==> src/rtl/ss_pkg.sv <==
// Shared ss stream package: keep-width helpers and the default-width beat struct.
package ss_pkg;

  localparam int SS_DATA_W = 32;
  localparam int SS_USER_W = 1;

  function automatic int keep_w(input int data_w);
    return data_w / 8;
  endfunction

  function automatic int out_keep_w(input int data_w, input int ratio);
    return (data_w / 8) * ratio;
  endfunction

  typedef struct packed {
    logic [SS_DATA_W-1:0]   data;
    logic [SS_DATA_W/8-1:0] keep;
    logic                   last;
    logic [SS_USER_W-1:0]   user;
  } ss_beat_t;

endpackage

==> src/rtl/ss_upsizer_if.sv <==
// Single-clock ss stream bundle; master drives payload/valid, slave drives ready.
interface ss_upsizer_if import ss_pkg::*; #(
  parameter int DATA_W = 32,
  parameter int USER_W = 1
);

  localparam int KEEP_W = keep_w(DATA_W);

  logic              valid;
  logic              ready;
  logic [DATA_W-1:0] data;
  logic [KEEP_W-1:0] keep;
  logic              last;
  logic [USER_W-1:0] user;

  modport master (output valid, data, keep, last, user, input ready);
  modport slave  (input valid, data, keep, last, user, output ready);

endinterface

==> src/rtl/ss_upsizer_acc.sv <==
// Lane accumulator for ss_upsizer: holds the first RATIO-1 narrow beats of a word
// plus the word's captured user, and the beat counter.
module ss_upsizer_acc import ss_pkg::*; #(
  parameter int  IN_DATA_W  = 32,
  parameter int  RATIO      = 4,
  parameter int  USER_W     = 1,
  localparam int CNT_W      = $clog2(RATIO),
  localparam int IN_KEEP_W  = keep_w(IN_DATA_W),
  localparam int ACC_DATA_W = IN_DATA_W * (RATIO - 1),
  localparam int ACC_KEEP_W = IN_KEEP_W * (RATIO - 1)
) (
  input  logic                  clk,
  input  logic                  rst,
  input  logic                  wr_en,
  input  logic                  clr,
  input  logic [IN_DATA_W-1:0]  wr_data,
  input  logic [IN_KEEP_W-1:0]  wr_keep,
  input  logic [USER_W-1:0]     wr_user,
  output logic [CNT_W-1:0]      cnt,
  output logic [ACC_DATA_W-1:0] acc_data,
  output logic [ACC_KEEP_W-1:0] acc_keep,
  output logic [USER_W-1:0]     acc_user
);

  // NOTE: sequential state uses non-blocking assignments only, so every register
  // samples the pre-edge values regardless of statement order.
  // NOTE: the lane storage is a handful of flops, not a RAM, so resetting it is
  // cheap and guarantees a mid-packet reset leaves no stale bytes behind.
  always_ff @(posedge clk or negedge rst) begin
    if (!rst) begin
      cnt      <= '0;
      acc_data <= '0;
      acc_keep <= '0;
      acc_user <= '0;
    end else if (clr) begin
      cnt      <= '0;
      acc_keep <= '0;
    end else if (wr_en) begin
      for (int k = 0; k < RATIO - 1; k++) begin
        if (cnt == CNT_W'(k)) begin
          acc_data[k*IN_DATA_W +: IN_DATA_W] <= wr_data;
          acc_keep[k*IN_KEEP_W +: IN_KEEP_W] <= wr_keep;
        end
      end
      if (cnt == '0) acc_user <= wr_user;
      cnt <= cnt + 1'b1;
    end
  end

endmodule

==> src/rtl/ss_upsizer.sv <==
// ss stream width upsizer: packs RATIO narrow beats into one wide beat, flushing early on last.
// Optional sticky keep-protocol checker on port err, enabled by defining SS_UPSIZER_ERR_EN.
module ss_upsizer import ss_pkg::*; #(
  parameter int IN_DATA_W = 32,
  parameter int RATIO     = 4,
  parameter int USER_W    = 1
) (
  input  logic         clk,
  input  logic         rst,
  ss_upsizer_if.slave  in_ss,
  ss_upsizer_if.master out_ss
`ifdef SS_UPSIZER_ERR_EN
  ,
  output logic         err
`endif
);

  localparam int CNT_W      = $clog2(RATIO);
  localparam int IN_KEEP_W  = keep_w(IN_DATA_W);
  localparam int OUT_DATA_W = IN_DATA_W * RATIO;
  localparam int OUT_KEEP_W = out_keep_w(IN_DATA_W, RATIO);

  logic [CNT_W-1:0]                   cnt;
  logic [IN_DATA_W*(RATIO-1)-1:0]     acc_data;
  logic [IN_KEEP_W*(RATIO-1)-1:0]     acc_keep;
  logic [USER_W-1:0]                  acc_user;
  logic [OUT_DATA_W-1:0]              acc_data_pad;
  logic [OUT_KEEP_W-1:0]              acc_keep_pad;

  logic                  accept;
  logic                  complete;
  logic                  out_valid_q;
  logic [OUT_DATA_W-1:0] out_data_q;
  logic [OUT_KEEP_W-1:0] out_keep_q;
  logic                  out_last_q;
  logic [USER_W-1:0]     out_user_q;
  logic [OUT_DATA_W-1:0] word_data;
  logic [OUT_KEEP_W-1:0] word_keep;
  logic [USER_W-1:0]     word_user;

  assign in_ss.ready = rst && (!out_valid_q || out_ss.ready);
  assign accept      = in_ss.valid && in_ss.ready;
  assign complete    = accept && ((cnt == CNT_W'(RATIO - 1)) || in_ss.last);

  ss_upsizer_acc #(
    .IN_DATA_W (IN_DATA_W),
    .RATIO     (RATIO),
    .USER_W    (USER_W)
  ) u_acc (
    .clk      (clk),
    .rst      (rst),
    .wr_en    (accept && !complete),
    .clr      (complete),
    .wr_data  (in_ss.data),
    .wr_keep  (in_ss.keep),
    .wr_user  (in_ss.user),
    .cnt      (cnt),
    .acc_data (acc_data),
    .acc_keep (acc_keep),
    .acc_user (acc_user)
  );

  // Pad the accumulator to full width so lane selection below never leaves range.
  assign acc_data_pad = {{IN_DATA_W{1'b0}}, acc_data};
  assign acc_keep_pad = {{IN_KEEP_W{1'b0}}, acc_keep};

  // NOTE: every always_comb output gets a default first, so no path can infer a latch.
  always_comb begin
    word_data = '0;
    word_keep = '0;
    for (int k = 0; k < RATIO; k++) begin
      if (k < int'(cnt)) begin
        word_data[k*IN_DATA_W +: IN_DATA_W] = acc_data_pad[k*IN_DATA_W +: IN_DATA_W];
        word_keep[k*IN_KEEP_W +: IN_KEEP_W] = acc_keep_pad[k*IN_KEEP_W +: IN_KEEP_W];
      end else if (k == int'(cnt)) begin
        word_data[k*IN_DATA_W +: IN_DATA_W] = in_ss.data;
        word_keep[k*IN_KEEP_W +: IN_KEEP_W] = in_ss.keep;
      end
    end
    word_user = (cnt == '0) ? in_ss.user : acc_user;
  end

  // A completing beat reloads even while the old word hands off, so words stream without bubbles.
  always_ff @(posedge clk or negedge rst) begin
    if (!rst) begin
      out_valid_q <= 1'b0;
      out_data_q  <= '0;
      out_keep_q  <= '0;
      out_last_q  <= 1'b0;
      out_user_q  <= '0;
    end else if (complete) begin
      out_valid_q <= 1'b1;
      out_data_q  <= word_data;
      out_keep_q  <= word_keep;
      out_last_q  <= in_ss.last;
      out_user_q  <= word_user;
    end else if (out_valid_q && out_ss.ready) begin
      out_valid_q <= 1'b0;
      out_data_q  <= '0;
      out_keep_q  <= '0;
      out_last_q  <= 1'b0;
      out_user_q  <= '0;
    end
  end

  assign out_ss.valid = out_valid_q;
  assign out_ss.data  = out_data_q;
  assign out_ss.keep  = out_keep_q;
  assign out_ss.last  = out_last_q;
  assign out_ss.user  = out_user_q;

`ifdef SS_UPSIZER_ERR_EN
  logic [IN_KEEP_W-1:0] keep_inc;
  logic                 beat_bad;

  // keep is contiguous from lane byte 0 exactly when keep & (keep+1) is zero.
  assign keep_inc = in_ss.keep + IN_KEEP_W'(1);
  assign beat_bad = (!in_ss.last && !(&in_ss.keep)) || ((in_ss.keep & keep_inc) != '0);

  always_ff @(posedge clk or negedge rst) begin
    if (!rst) begin
      err <= 1'b0;
    end else if (accept && beat_bad) begin
      err <= 1'b1;
    end
  end
`endif

endmodule

==> src/flat_wrapper.sv <==
// flat-port wrapper written by rule: the top's interface ports become plain ports
module ss_upsizer_flat import ss_pkg::*;
#(
  parameter int IN_DATA_W = 32,
  parameter int RATIO     = 4,
  parameter int USER_W    = 1
)
  (clk, rst, in_ss_valid, in_ss_data, in_ss_keep, in_ss_last, in_ss_user, in_ss_ready, out_ss_valid, out_ss_data, out_ss_keep, out_ss_last, out_ss_user, out_ss_ready);
  ss_upsizer_if #(.DATA_W((32)), .USER_W(USER_W)) in_ss_i ();
  ss_upsizer_if #(.DATA_W(((32) * RATIO)), .USER_W(USER_W)) out_ss_i ();
  input  logic clk;
  input  logic rst;
  input wire logic [$bits(in_ss_i.valid)-1:0] in_ss_valid;
  input wire logic [$bits(in_ss_i.data)-1:0] in_ss_data;
  input wire logic [$bits(in_ss_i.keep)-1:0] in_ss_keep;
  input wire logic [$bits(in_ss_i.last)-1:0] in_ss_last;
  input wire logic [$bits(in_ss_i.user)-1:0] in_ss_user;
  output wire logic [$bits(in_ss_i.ready)-1:0] in_ss_ready;
  output wire logic [$bits(out_ss_i.valid)-1:0] out_ss_valid;
  output wire logic [$bits(out_ss_i.data)-1:0] out_ss_data;
  output wire logic [$bits(out_ss_i.keep)-1:0] out_ss_keep;
  output wire logic [$bits(out_ss_i.last)-1:0] out_ss_last;
  output wire logic [$bits(out_ss_i.user)-1:0] out_ss_user;
  input wire logic [$bits(out_ss_i.ready)-1:0] out_ss_ready;
  assign in_ss_i.valid = in_ss_valid;
  assign in_ss_i.data = in_ss_data;
  assign in_ss_i.keep = in_ss_keep;
  assign in_ss_i.last = in_ss_last;
  assign in_ss_i.user = in_ss_user;
  assign in_ss_ready = in_ss_i.ready;
  assign out_ss_valid = out_ss_i.valid;
  assign out_ss_data = out_ss_i.data;
  assign out_ss_keep = out_ss_i.keep;
  assign out_ss_last = out_ss_i.last;
  assign out_ss_user = out_ss_i.user;
  assign out_ss_i.ready = out_ss_ready;
  ss_upsizer #(.IN_DATA_W(IN_DATA_W), .RATIO(RATIO), .USER_W(USER_W)) u_core (.clk(clk), .rst(rst), .in_ss(in_ss_i), .out_ss(out_ss_i));
endmodule
==> config.mk <==
export PLATFORM = sky130hd
export DESIGN_NAME = ss_upsizer_flat
export DESIGN_NICKNAME = d
export VERILOG_FILES = /design/src/rtl/ss_pkg.sv /design/src/rtl/ss_upsizer_if.sv /design/src/rtl/ss_upsizer_acc.sv /design/src/rtl/ss_upsizer.sv /design/src/flat_wrapper.sv
export SDC_FILE = /design/constraint.sdc
export NUM_CORES = 1
export LEC_CHECK = 0
export ABC_AREA = 1
export ABC_CLOCK_PERIOD_IN_PS = 3380
export BUFFER_PORTS_ARGS = -buffer_cell sky130_fd_sc_hd__buf_2
export CAP_MARGIN = 5
export CORE_UTILIZATION = 61
export CTS_CLUSTER_DIAMETER = 200
export DETAILED_ROUTE_END_ITERATION = 12
export PLACE_DENSITY = 0.9
export SLEW_MARGIN = 30
export SYNTH_ARGS = -nofsm -noshare
export SYNTH_HDL_FRONTEND = slang
export SYNTH_HIERARCHICAL = 1
export SYNTH_SLANG_ARGS = --single-unit
==> constraint.sdc <==
create_clock -name clk -period 3.38 [get_ports clk]
set_clock_uncertainty 0.05 [all_clocks]
set_input_delay 0.676 -clock clk [delete_from_list [all_inputs] [get_ports clk]]
set_output_delay 0.676 -clock clk [all_outputs]
set_load 0.01 [all_outputs]
==> results.cfg <==
[worst_setup_path]
cp_slowest_cell = nand3_2
cp-end-kind = register
cp_cell_sequence = nand2_1 -> nand2_1 -> inv_1 -> nor2_4 -> clkinv_2 -> nand3_2 -> nand2_1 -> nand2_1
crit_fanout = 33
critical-path-max-stage-delay_ns = 0.79
arrival_ns = 3.08
crit_required_ns = 3.73
cpMostUsedCell = nand2_1
crit_path_start_kind = register
path_class = register to register

[die]
io_pins = 190
rows = 50
die-height_um = 140.9
die_w_um = 140.9
dieArea_um2 = 19850
start_util_pct = 62.48
fp.coreArea_um2 = 18830

[global_routing]
grt_max_degree = 153
grt-ovfl-total = 0
grt_pass1_wl_um = 52580
grt_pass1_vias = 10502
antenna_found_initial = 1
grt.total_usage_pct = 33.26

[worst_hold_path]
worstHoldPathType = input pin to asynchronous set/reset pin

[clock_tree]
htreeDepth = 1
cts_resized = 0
post_cts_buffers = 0
path_clk_slew_ns = 0.06
cts_tree = yes
postCtsHoldBufs = 0
cts_root_buffer = clkbuf_16
clkLatencyLatePin_ns = 0.52
cts_buffers = 26
cts_sinks = 258
cts_buffer_depth = 3

[cells_and_area]
drive_above_1_share_pct = 17.01
syn_to_final_growth_pct = 15.14
fin_util_pct = 71.94
nets = 1613

[routing]
dr.first_iter.drc_count = 1386
wl_per_cell_um = 17.89
via_per_inst = 5.986
ant_nets = 0
wl_um = 33060
vias = 11063
drc = 0
drt_first_pass_iters = 6

[synth]
synth.top_cells.by_count = 598 x nand2_1, 258 x dfrtp_1, 161 x nand3_1, 98 x nand4_1, 73 x o21ai_0
async_flop_share_pct = 100.0
synth_enable_flop_cells = 0
syn_nets = 1485
ys_types = 19
synth_area_leaders = dfrtp_1 55%, nand2_1 19%, nand3_1 6.8%
synth_top_area_share_pct = 54.88
post-synth-top-count-cell = nand2_1
synth_top_cell_by_area = dfrtp_1
syn_area_um2 = 11770
ys_warn_count = 6
syn_area_per_cell_um2 = 8.170
ys_ff_latch = 258
synthCells = 1440
synth-seq-area-share_pct = 54.88
ys.flop_type = dfrtp_1

[sta]
finalMaxSlewViolations = 0
setup_viol = 0
tightestPinTransition_ns = 0.9325
rsz0062_at_grt = false
hold_violations = 0
max_slew_margin_pct = 37.76
fin_tns_setup_ns = 0
min_period_ns = 2.731
max_freq_ghz = 0.3662
period_share_pct = 80.79

[job]
drv_cap = 0

[power_and_ir_drop]
power.density_nw_per_um2 = 734.8
peakVddDrop_mv = 0.4623
finalPower_uw = 9954
leakagePower_uw = 0.007735

[run_status]
status = complete, no violations

[placed_design]
globalplace.congestion = 0.8775
io_buffers = 189
place_hpwl_um = 19770
[critical path, delay by kind of cell, from the launching register on]
| kind | cells | cell delay, ns |
|---|---|---|
| buffers and inverters | 2 | 0.41 |
| flip-flops | 1 | 0.51 |
| AND/OR/NAND/NOR | 6 | 1.63 |
[layer usage]
| layer | vias up | part of all wire, % | GRT usage (%) |
|---|---|---|---|
| met2 | 779 | 48 | 54.94 |
| li1 | 4938 | - | - |
| met3 | 116 | 11 | 6.284 |
| met4 | 0 | 3.3 | 13.33 |
| met1 | 5230 | 38 | 43.68 |
| met5 | - | 0 | 0 |
[cell families (layout without fill, tap and decap cells)]
kind of cell               Yosys count  count (layout)  share of synthesized area, %
adders and majority gates            3               3                        0.3191
AOI/OAI and AO/OA                  110             110                         4.701
buffers and inverters              164             311                         7.210
other                                0               1                             0
and+or+nand+nor                    905             905                         32.89
DFF                                258             258                         54.88
[report_power, final]
| group | internal (uW) | total (uW) | switching [uW] |
|---|---|---|---|
| registers | 3960 | 4470 | 514 |
| clock network | 1830 | 3000 | 1170 |
| logic | 805 | 2480 | 1670 |
[placed cells by master (no fill, tap or decap), types with 3 or more instances in the layout]
cell | Yosys | final
bufinv_16 | 0 | 3
nand4_1 | 98 | 98
clkinv_2 | 0 | 9
dfrtp_1 | 258 | 257
ha_2 | 0 | 3
o21ai_0 | 73 | 73
nand3_2 | 3 | 3
buf_4 | 2 | 20
buf_2 | 54 | 188
clkbuf_16 | 0 | 27
nor2_4 | 0 | 4
clkbuf_8 | 0 | 7
nand2_1 | 598 | 597
nor2_1 | 42 | 41
inv_1 | 50 | 50
a21oi_1 | 36 | 36
nand3_1 | 161 | 161
[stage by stage]
step           std cells  worst slack (ns)  hold slack, ns  area [um2]
2_1_floorplan       1440             1.382          0.3304       11770
3_3_place_gp        1800            0.4760          0.3974       12630
3_5_place_dp        1800            0.4700          0.4087       12630
4_1_cts             1847            0.7745         0.01648       13540
5_1_grt             1847            0.5929         0.03050       13540
6_report            1848            0.6493       0.0003841       13550
[state kept, by name, indices dropped and copies added (netlist names)]
signal and flops:
u_core/out_ss.user 1, u_core/u_acc/acc_user 1, u_core/out_ss.valid 1, u_core/u_acc/cnt 2
u_core/out_ss.last 1, u_core/out_ss.data 128, u_core/out_ss.keep 16, u_core/u_acc/acc_keep 12
u_core/u_acc/acc_data 96
[area by class of cell]
class	instances	area [um2]
Antenna cell	1	2.502
Clock buffer	36	779.5
Clock inverter	11	130.1
Fill cell	1361	5284
Inverter	52	196.4
Multi-Input combinational cell	1018	4498
Sequential cell	258	6457
Tap cell	260	325.3
Timing Repair Buffer	212	1157
[worst paths after layout]
path	end	slack (ns)	start	cells after the start
setup / recovery	u_core/u_acc/acc_data[11]	0.65	u_core/u_acc/cnt[0]	8
hold / removal	u_core/u_acc/acc_data[61]	0.0004	rst	1
setup reg to reg	u_core/u_acc/acc_data[11]	0.65	u_core/u_acc/cnt[0]	8
max in group asynchronous	u_core/out_ss.data[79]	1.45	rst	3
min in group clk	u_core/out_ss.keep[14]	0.35	in_ss_keep[2]	3
hold reg to reg	u_core/u_acc/acc_data[83]	0.42	u_core/u_acc/acc_data[83]	2
Power figures use the tool's default switching activity.
